[src/rtl/axil_axis_bridge_if.sv]
// AXI4-Lite slave-side bus bundle for axil_axis_bridge.
// The bridge uses the slave modport; a bus master or bench uses master.
interface axil_axis_bridge_if;
    logic [31:0] s_axi_awaddr;
    logic        s_axi_awprot;
    logic        s_axi_awvalid;
    logic        s_axi_awready;
    logic [31:0] s_axi_wdata;
    logic [3:0]  s_axi_wstrb;
    logic        s_axi_wvalid;
    logic        s_axi_wready;
    logic [1:0]  s_axi_bresp;
    logic        s_axi_bvalid;
    logic        s_axi_bready;
    logic [31:0] s_axi_araddr;
    logic        s_axi_arprot;
    logic        s_axi_arvalid;
    logic        s_axi_arready;
    logic [31:0] s_axi_rdata;
    logic [1:0]  s_axi_rresp;
    logic        s_axi_rvalid;
    logic        s_axi_rready;

    modport slave (
        input  s_axi_awaddr, s_axi_awprot, s_axi_awvalid,
        output s_axi_awready,
        input  s_axi_wdata, s_axi_wstrb, s_axi_wvalid,
        output s_axi_wready,
        output s_axi_bresp, s_axi_bvalid,
        input  s_axi_bready,
        input  s_axi_araddr, s_axi_arprot, s_axi_arvalid,
        output s_axi_arready,
        output s_axi_rdata, s_axi_rresp, s_axi_rvalid,
        input  s_axi_rready
    );

    modport master (
        output s_axi_awaddr, s_axi_awprot, s_axi_awvalid,
        input  s_axi_awready,
        output s_axi_wdata, s_axi_wstrb, s_axi_wvalid,
        input  s_axi_wready,
        input  s_axi_bresp, s_axi_bvalid,
        output s_axi_bready,
        output s_axi_araddr, s_axi_arprot, s_axi_arvalid,
        input  s_axi_arready,
        input  s_axi_rdata, s_axi_rresp, s_axi_rvalid,
        output s_axi_rready
    );
endinterface

[src/rtl/axil_axis_bridge.sv]
// AXI4-Lite slave to NUM_CH TX/RX AXI-Stream pairs with per-channel FWFT FIFOs.
// Optional per-channel interrupts are built when AXIL_AXIS_IRQ_EN is defined.
module axil_axis_bridge #(
    parameter int NUM_CH   = 2,
    parameter int TX_DEPTH = 8,
    parameter int RX_DEPTH = 8
) (
    input  logic                   clk,
    input  logic                   rst,
    axil_axis_bridge_if.slave      axil,
    output logic [32*NUM_CH-1:0]   m_axis_tdata,
    output logic [NUM_CH-1:0]      m_axis_tvalid,
    input  logic [NUM_CH-1:0]      m_axis_tready,
    input  logic [32*NUM_CH-1:0]   s_axis_tdata,
    input  logic [NUM_CH-1:0]      s_axis_tvalid,
`ifdef AXIL_AXIS_IRQ_EN
    output logic [NUM_CH-1:0]      s_axis_tready,
    output logic [NUM_CH-1:0]      irq
`else
    output logic [NUM_CH-1:0]      s_axis_tready
`endif
);

    localparam int CH_W    = (NUM_CH > 1) ? $clog2(NUM_CH) : 1;
    localparam int ADDR_HI = 3 + CH_W;
    localparam int TX_AW   = $clog2(TX_DEPTH);
    localparam int TX_LW   = TX_AW + 1;
    localparam int RX_AW   = $clog2(RX_DEPTH);
    localparam int RX_LW   = RX_AW + 1;
    localparam logic [CH_W:0] NUM_CH_L = (CH_W + 1)'(NUM_CH);

    localparam logic [1:0] RESP_OKAY   = 2'b00;
    localparam logic [1:0] RESP_SLVERR = 2'b10;
    localparam logic [1:0] REG_DATA    = 2'd0;
    localparam logic [1:0] REG_STATUS  = 2'd1;
    localparam logic [1:0] REG_CTRL    = 2'd2;

    typedef enum logic [1:0] {W_IDLE, W_EXEC, W_RESP} wstate_e;
    typedef enum logic [1:0] {R_IDLE, R_EXEC, R_RESP} rstate_e;

    // Per-channel FIFO status and control vectors
    logic [NUM_CH-1:0] tx_empty, tx_full, rx_empty, rx_full;
    logic [NUM_CH-1:0] tx_push, tx_flush, rx_flush, rx_pop, ctrl_wr;
    logic [NUM_CH-1:0] tx_ie, rx_ie;
    logic [NUM_CH-1:0] w_sel, r_sel;
    logic [7:0]        tx_lvl8 [NUM_CH];
    logic [7:0]        rx_lvl8 [NUM_CH];
    logic [31:0]       rx_head [NUM_CH];

    // Write channel state
    wstate_e          w_state_q, w_state_d;
    logic             aw_done_q, aw_done_d, w_done_q, w_done_d;
    logic [1:0]       bresp_q, bresp_d;
    logic [ADDR_HI:2] awaddr_q;
    logic [31:0]      wdata_q;
    logic             wstrb0_q;
    logic             awready, wready, bvalid, aw_hs, w_hs, w_exec;
    logic [1:0]       w_resp;
    logic             push_req, ctrl_req;
    logic [CH_W-1:0]  w_ch;
    logic [1:0]       w_reg;

    // Read channel state
    rstate_e          r_state_q, r_state_d;
    logic [1:0]       rresp_q, rresp_d;
    logic [31:0]      rdata_q, rdata_d;
    logic [ADDR_HI:2] araddr_q;
    logic             arready, rvalid, ar_hs, r_exec;
    logic [1:0]       r_resp;
    logic [31:0]      r_data, st_word, ctrl_word, head_sel;
    logic             rxe_sel, pop_req;
    logic [CH_W-1:0]  r_ch;
    logic [1:0]       r_reg;

    logic unused_ok;
    assign unused_ok = ^{axil.s_axi_awaddr[31:ADDR_HI+1], axil.s_axi_awaddr[1:0],
                         axil.s_axi_araddr[31:ADDR_HI+1], axil.s_axi_araddr[1:0],
                         axil.s_axi_awprot, axil.s_axi_arprot, axil.s_axi_wstrb[3:1]};

    assign axil.s_axi_awready = awready;
    assign axil.s_axi_wready  = wready;
    assign axil.s_axi_bvalid  = bvalid;
    assign axil.s_axi_bresp   = bresp_q;
    assign axil.s_axi_arready = arready;
    assign axil.s_axi_rvalid  = rvalid;
    assign axil.s_axi_rresp   = rresp_q;
    assign axil.s_axi_rdata   = rdata_q;

    // AW and W may arrive in any order; each is held off once captured
    always_comb begin
        w_state_d = w_state_q;
        aw_done_d = aw_done_q;
        w_done_d  = w_done_q;
        bresp_d   = bresp_q;
        awready   = 1'b0;
        wready    = 1'b0;
        bvalid    = 1'b0;
        aw_hs     = 1'b0;
        w_hs      = 1'b0;
        w_exec    = 1'b0;
        case (w_state_q)
            W_IDLE: begin
                awready = !aw_done_q;
                wready  = !w_done_q;
                aw_hs   = axil.s_axi_awvalid && awready;
                w_hs    = axil.s_axi_wvalid && wready;
                if (aw_hs) aw_done_d = 1'b1;
                if (w_hs)  w_done_d  = 1'b1;
                if ((aw_done_q || aw_hs) && (w_done_q || w_hs)) begin
                    w_state_d = W_EXEC;
                    aw_done_d = 1'b0;
                    w_done_d  = 1'b0;
                end
            end
            W_EXEC: begin
                w_exec    = 1'b1;
                bresp_d   = w_resp;
                w_state_d = W_RESP;
            end
            W_RESP: begin
                bvalid = 1'b1;
                if (axil.s_axi_bready) w_state_d = W_IDLE;
            end
            default: w_state_d = W_IDLE;
        endcase
    end

    always_ff @(posedge clk or posedge rst) begin
        if (rst) begin
            w_state_q <= W_IDLE;
            aw_done_q <= 1'b0;
            w_done_q  <= 1'b0;
            bresp_q   <= RESP_OKAY;
        end else begin
            w_state_q <= w_state_d;
            aw_done_q <= aw_done_d;
            w_done_q  <= w_done_d;
            bresp_q   <= bresp_d;
        end
    end

    always_ff @(posedge clk) begin
        if (aw_hs) awaddr_q <= axil.s_axi_awaddr[ADDR_HI:2];
        if (w_hs) begin
            wdata_q  <= axil.s_axi_wdata;
            wstrb0_q <= axil.s_axi_wstrb[0];
        end
        if (ar_hs) araddr_q <= axil.s_axi_araddr[ADDR_HI:2];
    end

    assign w_reg = awaddr_q[3:2];
    assign w_ch  = awaddr_q[ADDR_HI:4];

    always_comb begin
        w_resp   = RESP_OKAY;
        push_req = 1'b0;
        ctrl_req = 1'b0;
        for (int c = 0; c < NUM_CH; c++) w_sel[c] = (w_ch == CH_W'(c));
        if (({1'b0, w_ch} >= NUM_CH_L) || (w_reg == REG_STATUS) || (w_reg == 2'd3)) begin
            w_resp = RESP_SLVERR;
        end else if (w_reg == REG_DATA) begin
            if (|(tx_full & w_sel)) w_resp = RESP_SLVERR;
            else                    push_req = 1'b1;
        end else begin
            ctrl_req = wstrb0_q;
        end
    end

    assign tx_push  = {NUM_CH{w_exec & push_req}} & w_sel;
    assign ctrl_wr  = {NUM_CH{w_exec & ctrl_req}} & w_sel;
    assign tx_flush = ctrl_wr & {NUM_CH{wdata_q[0]}};
    assign rx_flush = ctrl_wr & {NUM_CH{wdata_q[1]}};

    // Read FSM: rdata/rresp latched in R_EXEC and held through R_RESP
    always_comb begin
        r_state_d = r_state_q;
        rdata_d   = rdata_q;
        rresp_d   = rresp_q;
        arready   = 1'b0;
        rvalid    = 1'b0;
        ar_hs     = 1'b0;
        r_exec    = 1'b0;
        case (r_state_q)
            R_IDLE: begin
                arready = 1'b1;
                ar_hs   = axil.s_axi_arvalid;
                if (ar_hs) r_state_d = R_EXEC;
            end
            R_EXEC: begin
                r_exec    = 1'b1;
                rdata_d   = r_data;
                rresp_d   = r_resp;
                r_state_d = R_RESP;
            end
            R_RESP: begin
                rvalid = 1'b1;
                if (axil.s_axi_rready) r_state_d = R_IDLE;
            end
            default: r_state_d = R_IDLE;
        endcase
    end

    always_ff @(posedge clk or posedge rst) begin
        if (rst) begin
            r_state_q <= R_IDLE;
            rdata_q   <= '0;
            rresp_q   <= RESP_OKAY;
        end else begin
            r_state_q <= r_state_d;
            rdata_q   <= rdata_d;
            rresp_q   <= rresp_d;
        end
    end

    assign r_reg = araddr_q[3:2];
    assign r_ch  = araddr_q[ADDR_HI:4];

    always_comb begin
        r_resp    = RESP_OKAY;
        r_data    = '0;
        pop_req   = 1'b0;
        st_word   = '0;
        ctrl_word = '0;
        head_sel  = '0;
        rxe_sel   = 1'b1;
        for (int c = 0; c < NUM_CH; c++) begin
            r_sel[c] = (r_ch == CH_W'(c));
            if (r_sel[c]) begin
                st_word   = {8'h00, rx_lvl8[c], tx_lvl8[c], 4'h0,
                             rx_full[c], rx_empty[c], tx_full[c], tx_empty[c]};
                ctrl_word = {28'h0, rx_ie[c], tx_ie[c], 2'b00};
                head_sel  = rx_head[c];
                rxe_sel   = rx_empty[c];
            end
        end
        if (({1'b0, r_ch} >= NUM_CH_L) || (r_reg == 2'd3)) begin
            r_resp = RESP_SLVERR;
        end else begin
            case (r_reg)
                REG_DATA: begin
                    if (rxe_sel) begin
                        r_resp = RESP_SLVERR;
                    end else begin
                        r_data  = head_sel;
                        pop_req = 1'b1;
                    end
                end
                REG_STATUS: r_data = st_word;
                default:    r_data = ctrl_word;
            endcase
        end
    end

    assign rx_pop = {NUM_CH{r_exec & pop_req}} & r_sel;

    for (genvar c = 0; c < NUM_CH; c++) begin : g_ch
        logic [31:0]      tx_mem [TX_DEPTH];
        logic [TX_AW-1:0] tx_wr_q, tx_rd_q;
        logic [TX_LW-1:0] tx_lvl_q;
        logic [31:0]      rx_mem [RX_DEPTH];
        logic [RX_AW-1:0] rx_wr_q, rx_rd_q;
        logic [RX_LW-1:0] rx_lvl_q;
        logic             tx_pop, rx_push;

        assign tx_empty[c] = (tx_lvl_q == '0);
        assign tx_full[c]  = (tx_lvl_q == TX_LW'(TX_DEPTH));
        assign rx_empty[c] = (rx_lvl_q == '0);
        assign rx_full[c]  = (rx_lvl_q == RX_LW'(RX_DEPTH));
        assign tx_lvl8[c]  = 8'(tx_lvl_q);
        assign rx_lvl8[c]  = 8'(rx_lvl_q);

        assign m_axis_tvalid[c]         = !tx_empty[c];
        assign m_axis_tdata[32*c +: 32] = tx_mem[tx_rd_q];
        assign s_axis_tready[c]         = !rx_full[c];
        assign rx_head[c]               = rx_mem[rx_rd_q];
        assign tx_pop  = m_axis_tvalid[c] & m_axis_tready[c];
        assign rx_push = s_axis_tvalid[c] & s_axis_tready[c];

        always_ff @(posedge clk) begin
            if (tx_push[c]) tx_mem[tx_wr_q] <= wdata_q;
            if (rx_push && !rx_flush[c]) rx_mem[rx_wr_q] <= s_axis_tdata[32*c +: 32];
        end

        // Flush overrides any stream beat landing in the same cycle
        always_ff @(posedge clk or posedge rst) begin
            if (rst) begin
                tx_wr_q  <= '0;
                tx_rd_q  <= '0;
                tx_lvl_q <= '0;
            end else if (tx_flush[c]) begin
                tx_wr_q  <= '0;
                tx_rd_q  <= '0;
                tx_lvl_q <= '0;
            end else begin
                if (tx_push[c]) tx_wr_q <= tx_wr_q + TX_AW'(1);
                if (tx_pop)     tx_rd_q <= tx_rd_q + TX_AW'(1);
                if (tx_push[c] && !tx_pop)      tx_lvl_q <= tx_lvl_q + TX_LW'(1);
                else if (!tx_push[c] && tx_pop) tx_lvl_q <= tx_lvl_q - TX_LW'(1);
            end
        end

        always_ff @(posedge clk or posedge rst) begin
            if (rst) begin
                rx_wr_q  <= '0;
                rx_rd_q  <= '0;
                rx_lvl_q <= '0;
            end else if (rx_flush[c]) begin
                rx_wr_q  <= '0;
                rx_rd_q  <= '0;
                rx_lvl_q <= '0;
            end else begin
                if (rx_push)   rx_wr_q <= rx_wr_q + RX_AW'(1);
                if (rx_pop[c]) rx_rd_q <= rx_rd_q + RX_AW'(1);
                if (rx_push && !rx_pop[c])      rx_lvl_q <= rx_lvl_q + RX_LW'(1);
                else if (!rx_push && rx_pop[c]) rx_lvl_q <= rx_lvl_q - RX_LW'(1);
            end
        end

`ifdef AXIL_AXIS_IRQ_EN
        logic tx_ie_q, rx_ie_q, irq_q;

        always_ff @(posedge clk or posedge rst) begin
            if (rst) begin
                tx_ie_q <= 1'b0;
                rx_ie_q <= 1'b0;
                irq_q   <= 1'b0;
            end else begin
                if (ctrl_wr[c]) begin
                    tx_ie_q <= wdata_q[2];
                    rx_ie_q <= wdata_q[3];
                end
                irq_q <= (tx_empty[c] & tx_ie_q) | (!rx_empty[c] & rx_ie_q);
            end
        end

        assign tx_ie[c] = tx_ie_q;
        assign rx_ie[c] = rx_ie_q;
        assign irq[c]   = irq_q;
`else
        assign tx_ie[c] = 1'b0;
        assign rx_ie[c] = 1'b0;
`endif
    end

endmodule

[src/flat_wrapper.sv]
// flat-port wrapper written by rule: the top's interface ports become plain ports
module axil_axis_bridge_flat 
#(
    parameter int NUM_CH   = 2,
    parameter int TX_DEPTH = 8,
    parameter int RX_DEPTH = 8
)
  (clk, rst, m_axis_tdata, m_axis_tvalid, m_axis_tready, s_axis_tdata, s_axis_tvalid, s_axis_tready, axil_s_axi_awaddr, axil_s_axi_awprot, axil_s_axi_awvalid, axil_s_axi_awready, axil_s_axi_wdata, axil_s_axi_wstrb, axil_s_axi_wvalid, axil_s_axi_wready, axil_s_axi_bresp, axil_s_axi_bvalid, axil_s_axi_bready, axil_s_axi_araddr, axil_s_axi_arprot, axil_s_axi_arvalid, axil_s_axi_arready, axil_s_axi_rdata, axil_s_axi_rresp, axil_s_axi_rvalid, axil_s_axi_rready);
  axil_axis_bridge_if axil_i ();
  input  logic clk;
  input  logic rst;
  output logic [32*NUM_CH-1:0] m_axis_tdata;
  output logic [NUM_CH-1:0] m_axis_tvalid;
  input  logic [NUM_CH-1:0] m_axis_tready;
  input  logic [32*NUM_CH-1:0] s_axis_tdata;
  input  logic [NUM_CH-1:0] s_axis_tvalid;
  output logic [NUM_CH-1:0] s_axis_tready;
  input wire logic [$bits(axil_i.s_axi_awaddr)-1:0] axil_s_axi_awaddr;
  input wire logic [$bits(axil_i.s_axi_awprot)-1:0] axil_s_axi_awprot;
  input wire logic [$bits(axil_i.s_axi_awvalid)-1:0] axil_s_axi_awvalid;
  output wire logic [$bits(axil_i.s_axi_awready)-1:0] axil_s_axi_awready;
  input wire logic [$bits(axil_i.s_axi_wdata)-1:0] axil_s_axi_wdata;
  input wire logic [$bits(axil_i.s_axi_wstrb)-1:0] axil_s_axi_wstrb;
  input wire logic [$bits(axil_i.s_axi_wvalid)-1:0] axil_s_axi_wvalid;
  output wire logic [$bits(axil_i.s_axi_wready)-1:0] axil_s_axi_wready;
  output wire logic [$bits(axil_i.s_axi_bresp)-1:0] axil_s_axi_bresp;
  output wire logic [$bits(axil_i.s_axi_bvalid)-1:0] axil_s_axi_bvalid;
  input wire logic [$bits(axil_i.s_axi_bready)-1:0] axil_s_axi_bready;
  input wire logic [$bits(axil_i.s_axi_araddr)-1:0] axil_s_axi_araddr;
  input wire logic [$bits(axil_i.s_axi_arprot)-1:0] axil_s_axi_arprot;
  input wire logic [$bits(axil_i.s_axi_arvalid)-1:0] axil_s_axi_arvalid;
  output wire logic [$bits(axil_i.s_axi_arready)-1:0] axil_s_axi_arready;
  output wire logic [$bits(axil_i.s_axi_rdata)-1:0] axil_s_axi_rdata;
  output wire logic [$bits(axil_i.s_axi_rresp)-1:0] axil_s_axi_rresp;
  output wire logic [$bits(axil_i.s_axi_rvalid)-1:0] axil_s_axi_rvalid;
  input wire logic [$bits(axil_i.s_axi_rready)-1:0] axil_s_axi_rready;
  assign axil_i.s_axi_awaddr = axil_s_axi_awaddr;
  assign axil_i.s_axi_awprot = axil_s_axi_awprot;
  assign axil_i.s_axi_awvalid = axil_s_axi_awvalid;
  assign axil_s_axi_awready = axil_i.s_axi_awready;
  assign axil_i.s_axi_wdata = axil_s_axi_wdata;
  assign axil_i.s_axi_wstrb = axil_s_axi_wstrb;
  assign axil_i.s_axi_wvalid = axil_s_axi_wvalid;
  assign axil_s_axi_wready = axil_i.s_axi_wready;
  assign axil_s_axi_bresp = axil_i.s_axi_bresp;
  assign axil_s_axi_bvalid = axil_i.s_axi_bvalid;
  assign axil_i.s_axi_bready = axil_s_axi_bready;
  assign axil_i.s_axi_araddr = axil_s_axi_araddr;
  assign axil_i.s_axi_arprot = axil_s_axi_arprot;
  assign axil_i.s_axi_arvalid = axil_s_axi_arvalid;
  assign axil_s_axi_arready = axil_i.s_axi_arready;
  assign axil_s_axi_rdata = axil_i.s_axi_rdata;
  assign axil_s_axi_rresp = axil_i.s_axi_rresp;
  assign axil_s_axi_rvalid = axil_i.s_axi_rvalid;
  assign axil_i.s_axi_rready = axil_s_axi_rready;
  axil_axis_bridge #(.NUM_CH(NUM_CH), .TX_DEPTH(TX_DEPTH), .RX_DEPTH(RX_DEPTH)) u_core (.clk(clk), .rst(rst), .axil(axil_i), .m_axis_tdata(m_axis_tdata), .m_axis_tvalid(m_axis_tvalid), .m_axis_tready(m_axis_tready), .s_axis_tdata(s_axis_tdata), .s_axis_tvalid(s_axis_tvalid), .s_axis_tready(s_axis_tready));
endmodule
[config.mk]
export PLATFORM = sky130hd
export DESIGN_NAME = axil_axis_bridge_flat
export DESIGN_NICKNAME = d
export VERILOG_FILES = /design/src/rtl/axil_axis_bridge_if.sv /design/src/rtl/axil_axis_bridge.sv /design/src/flat_wrapper.sv
export SDC_FILE = /design/constraint.sdc
export NUM_CORES = 1
export LEC_CHECK = 0
export ABC_AREA = 1
export ABC_CLOCK_PERIOD_IN_PS = 3950
export BUFFER_PORTS_ARGS = -buffer_cell sky130_fd_sc_hd__buf_2
export CAP_MARGIN = 20
export CORE_ASPECT_RATIO = 1.4
export CORE_MARGIN = 8
export CORE_UTILIZATION = 40
export CTS_BUF_LIST = sky130_fd_sc_hd__clkbuf_4
export CTS_CLUSTER_SIZE = 12
export DETAILED_ROUTE_END_ITERATION = 8
export GPL_ROUTABILITY_DRIVEN = 0
export PLACE_DENSITY = 0.59
export SYNTH_ARGS = -nofsm -noshare
export SYNTH_HDL_FRONTEND = slang
export SYNTH_SLANG_ARGS = --single-unit
[constraint.sdc]
create_clock -name clk -period 3.95 [get_ports clk]
set_input_delay 0.1975 -clock clk [delete_from_list [all_inputs] [get_ports clk]]
set_output_delay 0.1975 -clock clk [all_outputs]
set_load 0.01 [all_outputs]
Word level (Yosys, flattened, before mapping) --
Memories as Yosys holds them, arrays and structs flattened. Index checks and enable logic that the tools add are counted.
Cells by class: multiplexer cells 76, bitwise logic cells 15, $add $sub $neg 16, reductions and logical operators 59, eq/ne operators 16
Operators by type and width (number):
- 2-to-1 mux 32 bit | 3
- one-hot mux 32 bit (2 select lines) | 1
- 2-to-1 mux 3 bit | 16
- 2-to-1 mux 4 bit | 12
- 2-to-1 mux 1 bit | 31
- adder 3 x 1 -> 3 bit, second input constant | 8
- 2-to-1 mux 2 bit | 10
- 2-to-1 mux 20 bit | 1
- nonzero test 2 bit | 10
- adder 4 x 1 -> 4 bit, second input constant | 4
- equality test 4 bit, second input constant | 4
- zero test 1 bit | 16
- zero test 4 bit | 4
- subtractor 4 x 1 -> 4 bit, second input constant | 4
- logical AND 1 bit | 13
- bitwise AND 2 bit | 6
- one-hot mux 2 bit (3 select lines) | 2
- nonzero test 3 bit | 4
- equality test 2 x 1 -> 1 bit, second input constant | 4
- equality test 2 bit, second input constant | 4
- zero test 2 bit | 4
- AND reduction 2 bit | 4
- bitwise AND 1 bit | 7
- != test 2 bit, second input constant | 3
- other kinds (4) | 7
Storage, ports and cells: output and inout port bits 109, flip-flop bits (word level) 121, memory bits (writable) 1024, memories 4
Memories:
- u_core.g_ch[0].rx_mem | words 8, bits a word 32, rd ports 1, clocked after Yosys merged registers in 0, write ports 1, RTL line axil_axis_bridge.sv:260 | logic [31:0] rx_mem [RX_DEPTH];
- u_core.g_ch[0].tx_mem | words 8, bits a word 32, rd ports 1, clocked after Yosys merged registers in 0, write ports 1, RTL line axil_axis_bridge.sv:257 | logic [31:0] tx_mem [TX_DEPTH];
- u_core.g_ch[1].rx_mem | words 8, bits a word 32, rd ports 1, clocked after Yosys merged registers in 0, write ports 1, RTL line axil_axis_bridge.sv:260
- u_core.g_ch[1].tx_mem | words 8, bits a word 32, rd ports 1, clocked after Yosys merged registers in 0, write ports 1, RTL line axil_axis_bridge.sv:257

Logic depth before layout (Yosys ltp) --
Gate-level depths: netlist of run 1.
word-level depth 13, gate-level depth with buffers 16

Worst setup path before layout of run 1 --
No wires, ideal clock.
path type reg2reg, start point register u_core.awaddr_q[4] in the netlist's numbering, end point memory u_core.g_ch[1].tx_mem[4][0] (enable), arrival time 3207 ps, buffers on the path 1, slack 282 ps, library setup time 461 ps, stages on the path, launching flop included 7, period minus slack after synthesis 3668 ps, path through edfxtp_1 -> inv_1 -> nor3_1 -> nor2_1 -> nand4_1 -> buf_2 -> nor3_1
On the way: longest elaborated chain between the ends 10
Ends and longest elaborated chain:
- start: declaration | RTL line axil_axis_bridge.sv:54 | logic [ADDR_HI:2] awaddr_q;
- start signal: assignment | RTL line axil_axis_bridge.sv:143 | if (aw_hs) awaddr_q <= axil.s_axi_awaddr[ADDR_HI:2];
- inverter 1 bit | RTL line axil_axis_bridge.sv:158 | for (int c = 0; c < NUM_CH; c++) w_sel[c] = (w_ch == CH_W'(c));
- bitwise AND 2 bit | RTL line axil_axis_bridge.sv:162 | if (|(tx_full & w_sel)) w_resp = RESP_SLVERR;
- OR reduction 2 bit | RTL line axil_axis_bridge.sv:162
- 2-to-1 mux 1 bit | RTL line axil_axis_bridge.sv:162
- 2-to-1 mux 1 bit | RTL line axil_axis_bridge.sv:161 | end else if (w_reg == REG_DATA) begin
- 2-to-1 mux 1 bit | RTL line axil_axis_bridge.sv:159 | if (({1'b0, w_ch} >= NUM_CH_L) || (w_reg == REG_STATUS) || (w_reg == 2'd3)) begin
- bitwise AND 1 bit | RTL line axil_axis_bridge.sv:169 | assign tx_push = {NUM_CH{w_exec & push_req}} & w_sel;
- bitwise AND 2 bit * | RTL line axil_axis_bridge.sv:169
- 2-to-1 mux 1 bit * | RTL line axil_axis_bridge.sv:280 | if (tx_push[c]) tx_mem[tx_wr_q] <= wdata_q;
- 2-to-1 mux 1 bit (implied by the code) * | RTL line axil_axis_bridge.sv:280
- end: declaration | RTL line axil_axis_bridge.sv:257
Mark *: on every way between the ends. The rest lies on a longest branch, timed or not.

Worst setup path in the final report of run 1 --
start point register u_core.g_ch[1].tx_rd_q[0], end point output m_axis_tdata[36]
On the way: longest elaborated chain between the ends 1
Ends and longest elaborated chain:
- start: declaration | RTL line axil_axis_bridge.sv:258 | logic [TX_AW-1:0] tx_wr_q, tx_rd_q;
- start signal: assignment | RTL line axil_axis_bridge.sv:296 | if (tx_pop) tx_rd_q <= tx_rd_q + TX_AW'(1);
- memory read (8 x 32 bit)
- end: declaration | RTL line flat_wrapper.sv:12 | output logic [32*NUM_CH-1:0] m_axis_tdata;
No other way between the ends.

==> results of run 1 <==
## layout make-up
type / instances / share of cell area, %
sequential: 1143 / 62.3
clock inverter: 68 / 0.483
antenna: 13 / 0.0597
tap: 1490 / 3.42
timing repair buffer: 516 / 7.47
inverter: 228 / 1.59
multi-input combinational: 2195 / 18.8
clock buffer: 425 / 5.86
## sequential cells by signal, indices dropped and copies added, names as in the netlist, 3 cells and up
register                 count
u_core.awaddr_q              3
u_core.g_ch.rx_lvl_q         8
u_core.wdata_q              32
u_core.araddr_q              3
u_core.g_ch.rx_wr_q          6
u_core.g_ch.tx_wr_q          6
u_core.g_ch.tx_mem         512
u_core.g_ch.tx_lvl_q         8
u_core.axil.s_axi_rdata     32
u_core.g_ch.rx_rd_q          6
u_core.g_ch.rx_mem         512
u_core.g_ch.tx_rd_q          6
## metal layers
| layer | track usage (%) | vias up |
|---|---|---|
| met5 | 0 | - |
| met3 | 4.94 | 184 |
| met4 | 8.02 | 10 |
| li1 | - | 14700 |
| met2 | 32.5 | 1025 |
| met1 | 21.8 | 14900 |
## path summary, 6_finish.rpt
path / endpoint / slack [ns] / depth (start not counted)
worst min register to register: u_core.axil.s_axi_rdata[10]$_DFFE_PP0N_ / 0.47 / 2
worst max-delay path: m_axis_tdata[36] / 0.34 / 7
worst min-delay path: u_core.aw_done_q$_DFFE_PP0P_ / 0.27 / 4
max in group asynchronous: u_core.g_ch[1].rx_rd_q[0]$_DFFE_PP0P_ / 2.49 / 5
min in group clk: u_core.wdata_q[9]$_DFFE_PP_ / 0.28 / 3
worst max register to register: u_core.g_ch[1].tx_lvl_q[3]$_DFFE_PP0P_ / 1.08 / 13
## power by group
part           leakage (nW)  total (mW)  switching (mW)  internal (mW)
logic                  7.64        11.2            7.78           3.46
clock network          2.09        9.45            4.53           4.92
registers              10.6        15.8           0.981           14.9
## cells in the mapped netlist, types with 20 or more instances
master	number	area share (%)
dfrtp_1	80	4.4
clkbuf_1	112	0.92
a21oi_1	23	0.25
buf_2	68	0.74
o22ai_1	144	2.0
a31oi_1	64	0.87
nand2_1	587	4.8
edfxtp_1	1063	70
ha_1	20	0.55
nand3_1	199	2.2
inv_1	220	1.8
nor2_1	654	5.4
o21ai_0	452	4.9
## stage by stage
stage               power, mW  utilization [%]  hold WS [ns]  instance area (um2)
global placement         27.1             42.6         0.371                48700
global route             38.9             47.7         0.197                54400
CTS                      37.0             47.6         0.100                54400
floorplan                22.9                -         0.296                45800
finish                   36.5             47.7         0.268                54500
detailed placement       27.3             42.6         0.376                48700
## tightest hold or removal path: cells and delay by family
family   cells  cell delay (ns)
buf+inv      4             1.75
## repair_timing
item | CTS | global route
hold buffers | 227 | 0
resized for setup | 1 | 1
setup endpoints to repair | 2 | 1
hold endpoints to repair | 759 | 0
## cells by family after synthesis
kind of cell / count (synthesis) / share of synthesized area (%)
other: 1 / 0.00819
and+or+nand+nor: 1465 / 12.7
DFF: 1143 / 74.1
xor gates and xnor gates: 11 / 0.210
adders and majority gates: 24 / 0.721
AOI/OAI and AO/OA: 693 / 8.21
buffers and inverters: 442 / 4.06
==> flow_summary.ini, run 1 <==
[worst_setup_path]
cp.arrival_ns = 3.41
path_class = flip-flop to output port
crit_path_end_kind = output port
timing.critical_path.cells = clkinv_2, buf_12, o21ai_0, o22ai_1, nor2_1, a31oi_1, buf_2
critPathMaxFanout = 76
crit_slowest_cell = clkinv_2
critPathMaxStageDelay_ns = 0.49
reg2reg_from = u_core.g_ch[0].tx_lvl_q[2]$_DFFE_PP0P_
critPathLaunch = u_core.g_ch[1].tx_rd_q[0]$_DFFE_PP0P_
crit_required_ns = 3.75
startpoint_type = flip-flop
crit_family = buffers and inverters
cp_num_buf_inv = 3

[synth]
netlist_area_um2 = 45800
synth-edff-count = 1063
ys.flop_type = edfxtp_1
synth_seq_area_share_pct = 74.1
syn_inst = 3779
async_flop_share_pct = 7.00
synth_cell_types = 34
yosys_warnings = 0
avgSynthCellArea_um2 = 12.1
yosys_register_bits = 1143

[placement]
placed_cells = 5345
port_buffers = 220
dpl.hpwl_um = 67800
place_ws_ns = 1.02

[timing]
relSlewSlack_pct = 29.8
hold_viol_final = 0
period_share_pct = 91.3
finalClockSkew_ns = 0.0692
slew_violations = 0
finalSetupTns_ns = 0
setup_violations = 0
period_needed_ns = 3.61
clock.fmax_mhz = 277
final.setup.worst_slack_ns = 0.344
rsz0062_at_grt = false
tightest_slew_ns = 1.05

[pwr]
ir_drop_mv = 0.430
leakagePower_nw = 20.3
power.density_nw_per_um2 = 671

[die]
dieWidth_um = 302
row_count = 147
die-area_um2 = 126000
start_util_pct = 40.1
ioPinCount = 286
die_height_um = 416
core_area_um2 = 114000

[routing]
drt_iter0_drc = 2378
wl_met2_um = 60300
dr_wl_met3_um = 8330
vias = 30800
top_layer = met5
avgRoutedWirePerCell_um = 19.7
dr.pass1.iters = 5
drc = 0
totalWireLength_um = 119000
vias_per_cell = 5.06
antenna_left = 0
drt-met1-wl_um = 46900

[clock_network]
cts.sink_count = 1143
cts_inserted_buffers = 299
postCtsSetupBuffers = 0
cts-root-buf = clkbuf_4
cts_buffer_depth = 4
cts.htree.levels = 5
cts_tree = yes
cts.clk_slew.worst_paths_ns = 0.07
clock_latency_ns = 1.20

[job]
drv_cap = 0

[layout]
final_nets = 4584
layout-drive-gt1-share_pct = 17.1
multi_input_area_um2 = 10200
area_growth_pct = 18.9
fin_cells = 6078
regArea_um2 = 33900
fill_cells = 10200
layout_common_cells = 1063 x edfxtp_1, 634 x nor2_1, 587 x nand2_1, 452 x o21ai_0, 425 x clkbuf_4
final_common_cell = edfxtp_1

[grt]
grt-ovfl-total = 0
grt_pass1_wl_um = 180000
grt_usage_pct = 18.8
grt_max_degree = 131
antenna_found_initial = 17
grt_pass1_vias = 31000

[run_status]
outcome = finished clean

[min_path]
hp-class = input pin to async pin
(Power assumes the default switching activity.)
==> run 2, diff against run 1 <==
--- a/config.mk
+++ b/config.mk
@@ -11,12 +11,12 @@
 export CAP_MARGIN = 20
 export CORE_ASPECT_RATIO = 1.4
 export CORE_MARGIN = 8
-export CORE_UTILIZATION = 40
+export CORE_UTILIZATION = 45
 export CTS_BUF_LIST = sky130_fd_sc_hd__clkbuf_4
 export CTS_CLUSTER_SIZE = 12
 export DETAILED_ROUTE_END_ITERATION = 8
 export GPL_ROUTABILITY_DRIVEN = 0
-export PLACE_DENSITY = 0.59
+export PLACE_DENSITY = 0.64
 export SYNTH_ARGS = -nofsm -noshare
 export SYNTH_HDL_FRONTEND = slang
 export SYNTH_SLANG_ARGS = --single-unit
==> flow_summary.ini, run 2 (synthesis gave the netlist of run 1 again) <==
[placement]
placed_cells = 5190
dpl.hpwl_um = 65300
port_buffers = 220

[timing]
whs_ns = 0.178
setup_violations = 0
finalSetupTns_ns = 0
clock.fmax_mhz = 273
relSlewSlack_pct = 29.1
rsz0062_at_grt = false
tightest_slew_ns = 1.06
hold_viol_final = 0
slew_violations = 0
period_share_pct = 92.8
period_needed_ns = 3.67
finalClockSkew_ns = 0.112

[routing]
drt-met1-wl_um = 44900
drc = 0
vias_per_cell = 5.26
dr_wl_met3_um = 8090
wl_met2_um = 57700
top_layer = met4
dr.pass1.iters = 5
vias = 31000
totalWireLength_um = 117000
avgRoutedWirePerCell_um = 19.9
drt_iter0_drc = 2440
antenna_left = 0

[layout]
final_nets = 4583
regArea_um2 = 33900
final_common_cell = edfxtp_1
layout_common_cells = 1063 x edfxtp_1, 634 x nor2_1, 587 x nand2_1, 452 x o21ai_0, 421 x clkbuf_4
multi_input_area_um2 = 10200
area_growth_pct = 18.5
layout-drive-gt1-share_pct = 17.3
fin_cells = 5901
top_regs = u_core.g_ch.rx_mem x512, u_core.g_ch.tx_mem x512
fill_cells = 8570

[clock_network]
cts_inserted_buffers = 292
clock_latency_ns = 1.17
cts.htree.levels = 5
cts_buffer_depth = 4
cts_tree = yes
cts-root-buf = clkbuf_4
cts.clk_slew.worst_paths_ns = 0.07
cts.sink_count = 1143
postCtsSetupBuffers = 0

[worst_setup_path]
crit_required_ns = 3.75
startpoint_type = flip-flop
reg2reg_slack_ns = 1.02
critPathMaxFanout = 114
path_class = flip-flop to output port
crit_path_end_kind = output port
rr_worst_depth = 16
cp.arrival_ns = 3.47

[die]
ioPinCount = 286
core_area_um2 = 101000
die-area_um2 = 112000
start_util_pct = 45.3
dieWidth_um = 286
row_count = 138
die_height_um = 393

[pwr]
switching_share_pct = 36.2
pwr-share-comb_pct = 30.8
power.density_nw_per_um2 = 674
power.net_switching_mw = 13.2
clockPowerShare_pct = 25.9
leakagePower_nw = 20.4
intPower_mw = 23.3
p_seq_share_pct = 43.4
ir_drop_mv = 0.375

[grt]
grt_pass1_wl_um = 178000
grt_pass1_vias = 31200
grt-ovfl-total = 0
antenna_found_initial = 7
grt_max_degree = 130
grt_usage_pct = 20.4

[job]
drv_cap = 0

[run_status]
outcome = finished clean

[min_path]
hp-class = input pin to async pin
[run 2: cell types whose count changed in the layout (fill, tap and decap cells not counted), sizes merged]
| cell | change |
|---|---|
| diode | -3 |
| bufinv | +2 |
| clkbuf | -4 |
| buf | +6 |
| inv | -3 |
| clkinv | -15 |
[run 2: final timing paths]
kind,start,to
setup / recovery,u_core.g_ch[1].tx_rd_q[0]$_DFFE_PP0P_,m_axis_tdata[32]
hold / removal,rst,u_core.axil.s_axi_bresp[1]$_DFFE_PP0N_
setup reg to reg,u_core.araddr_q[4]$_DFFE_PP_,u_core.g_ch[1].rx_lvl_q[3]$_DFFE_PP0P_
hold reg to reg,u_core.axil.s_axi_rdata[8]$_DFFE_PP0N_,u_core.axil.s_axi_rdata[8]$_DFFE_PP0N_
max in group asynchronous,rst,u_core.g_ch[0].rx_rd_q[0]$_DFFE_PP0P_
min in group clk,axil_s_axi_araddr[2],u_core.araddr_q[2]$_DFFE_PP_
[run 2: timing repair]
item,4_1_cts,5_1_grt
hold buffers,227,0
hold endpoints to repair,778,0
setup endpoints to repair,0,1
gates resized for setup,0,1
[run 2: per-layer routing]
layer | global-route usage (%) | up-vias
li1 | - | 14600
met1 | 23.7 | 15000
met2 | 34.3 | 1127
met3 | 4.75 | 233
met4 | 12.5 | 0
met5 | 0 | -
[run 2: area by class of cell]
type / instances / area share [%]
multi-input combinational: 2195 / 18.8
timing repair buffer: 522 / 7.58
antenna: 10 / 0.0461
clock buffer: 421 / 5.83
clock inverter: 52 / 0.484
tap: 1330 / 3.07
sequential: 1143 / 62.6
inverter: 228 / 1.59
[run 2: stage by stage]
step | util, % | power [mW] | worst slack [ns] | area [um2]
after floorplan | - | 22.9 | 0.282 | 45800
after global placement | 48.0 | 27.0 | 1.10 | 48500
after detailed placement | 48.0 | 27.2 | 1.09 | 48500
after CTS | 53.7 | 36.9 | 0.0798 | 54200
after global routing | 53.7 | 38.8 | 0.0207 | 54200
final | 53.7 | 36.6 | 0.285 | 54300
[run 2: worst max-delay path: stages (launching register included)]
cell,delay (ns)
dfrtp_4,0.67
clkinv_2,0.28
buf_16,0.39
o21ai_0,0.14
o22ai_1,0.17
nor2_1,0.06
a31oi_1,0.38
buf_2,0.22
[run 2: power by group through the flow]
| stage | clock, mW | combinational [mW] | sequential (mW) |
|---|---|---|---|
| finish | 9.47 | 11.2 | 15.9 |
| global route | 10.3 | 12.5 | 16.0 |
| CTS | 9.70 | 11.3 | 15.8 |
| detailed placement | 0 | 11.1 | 16.1 |
| global placement | 0 | 10.9 | 16.1 |
| floorplan | 0 | 7.17 | 15.7 |
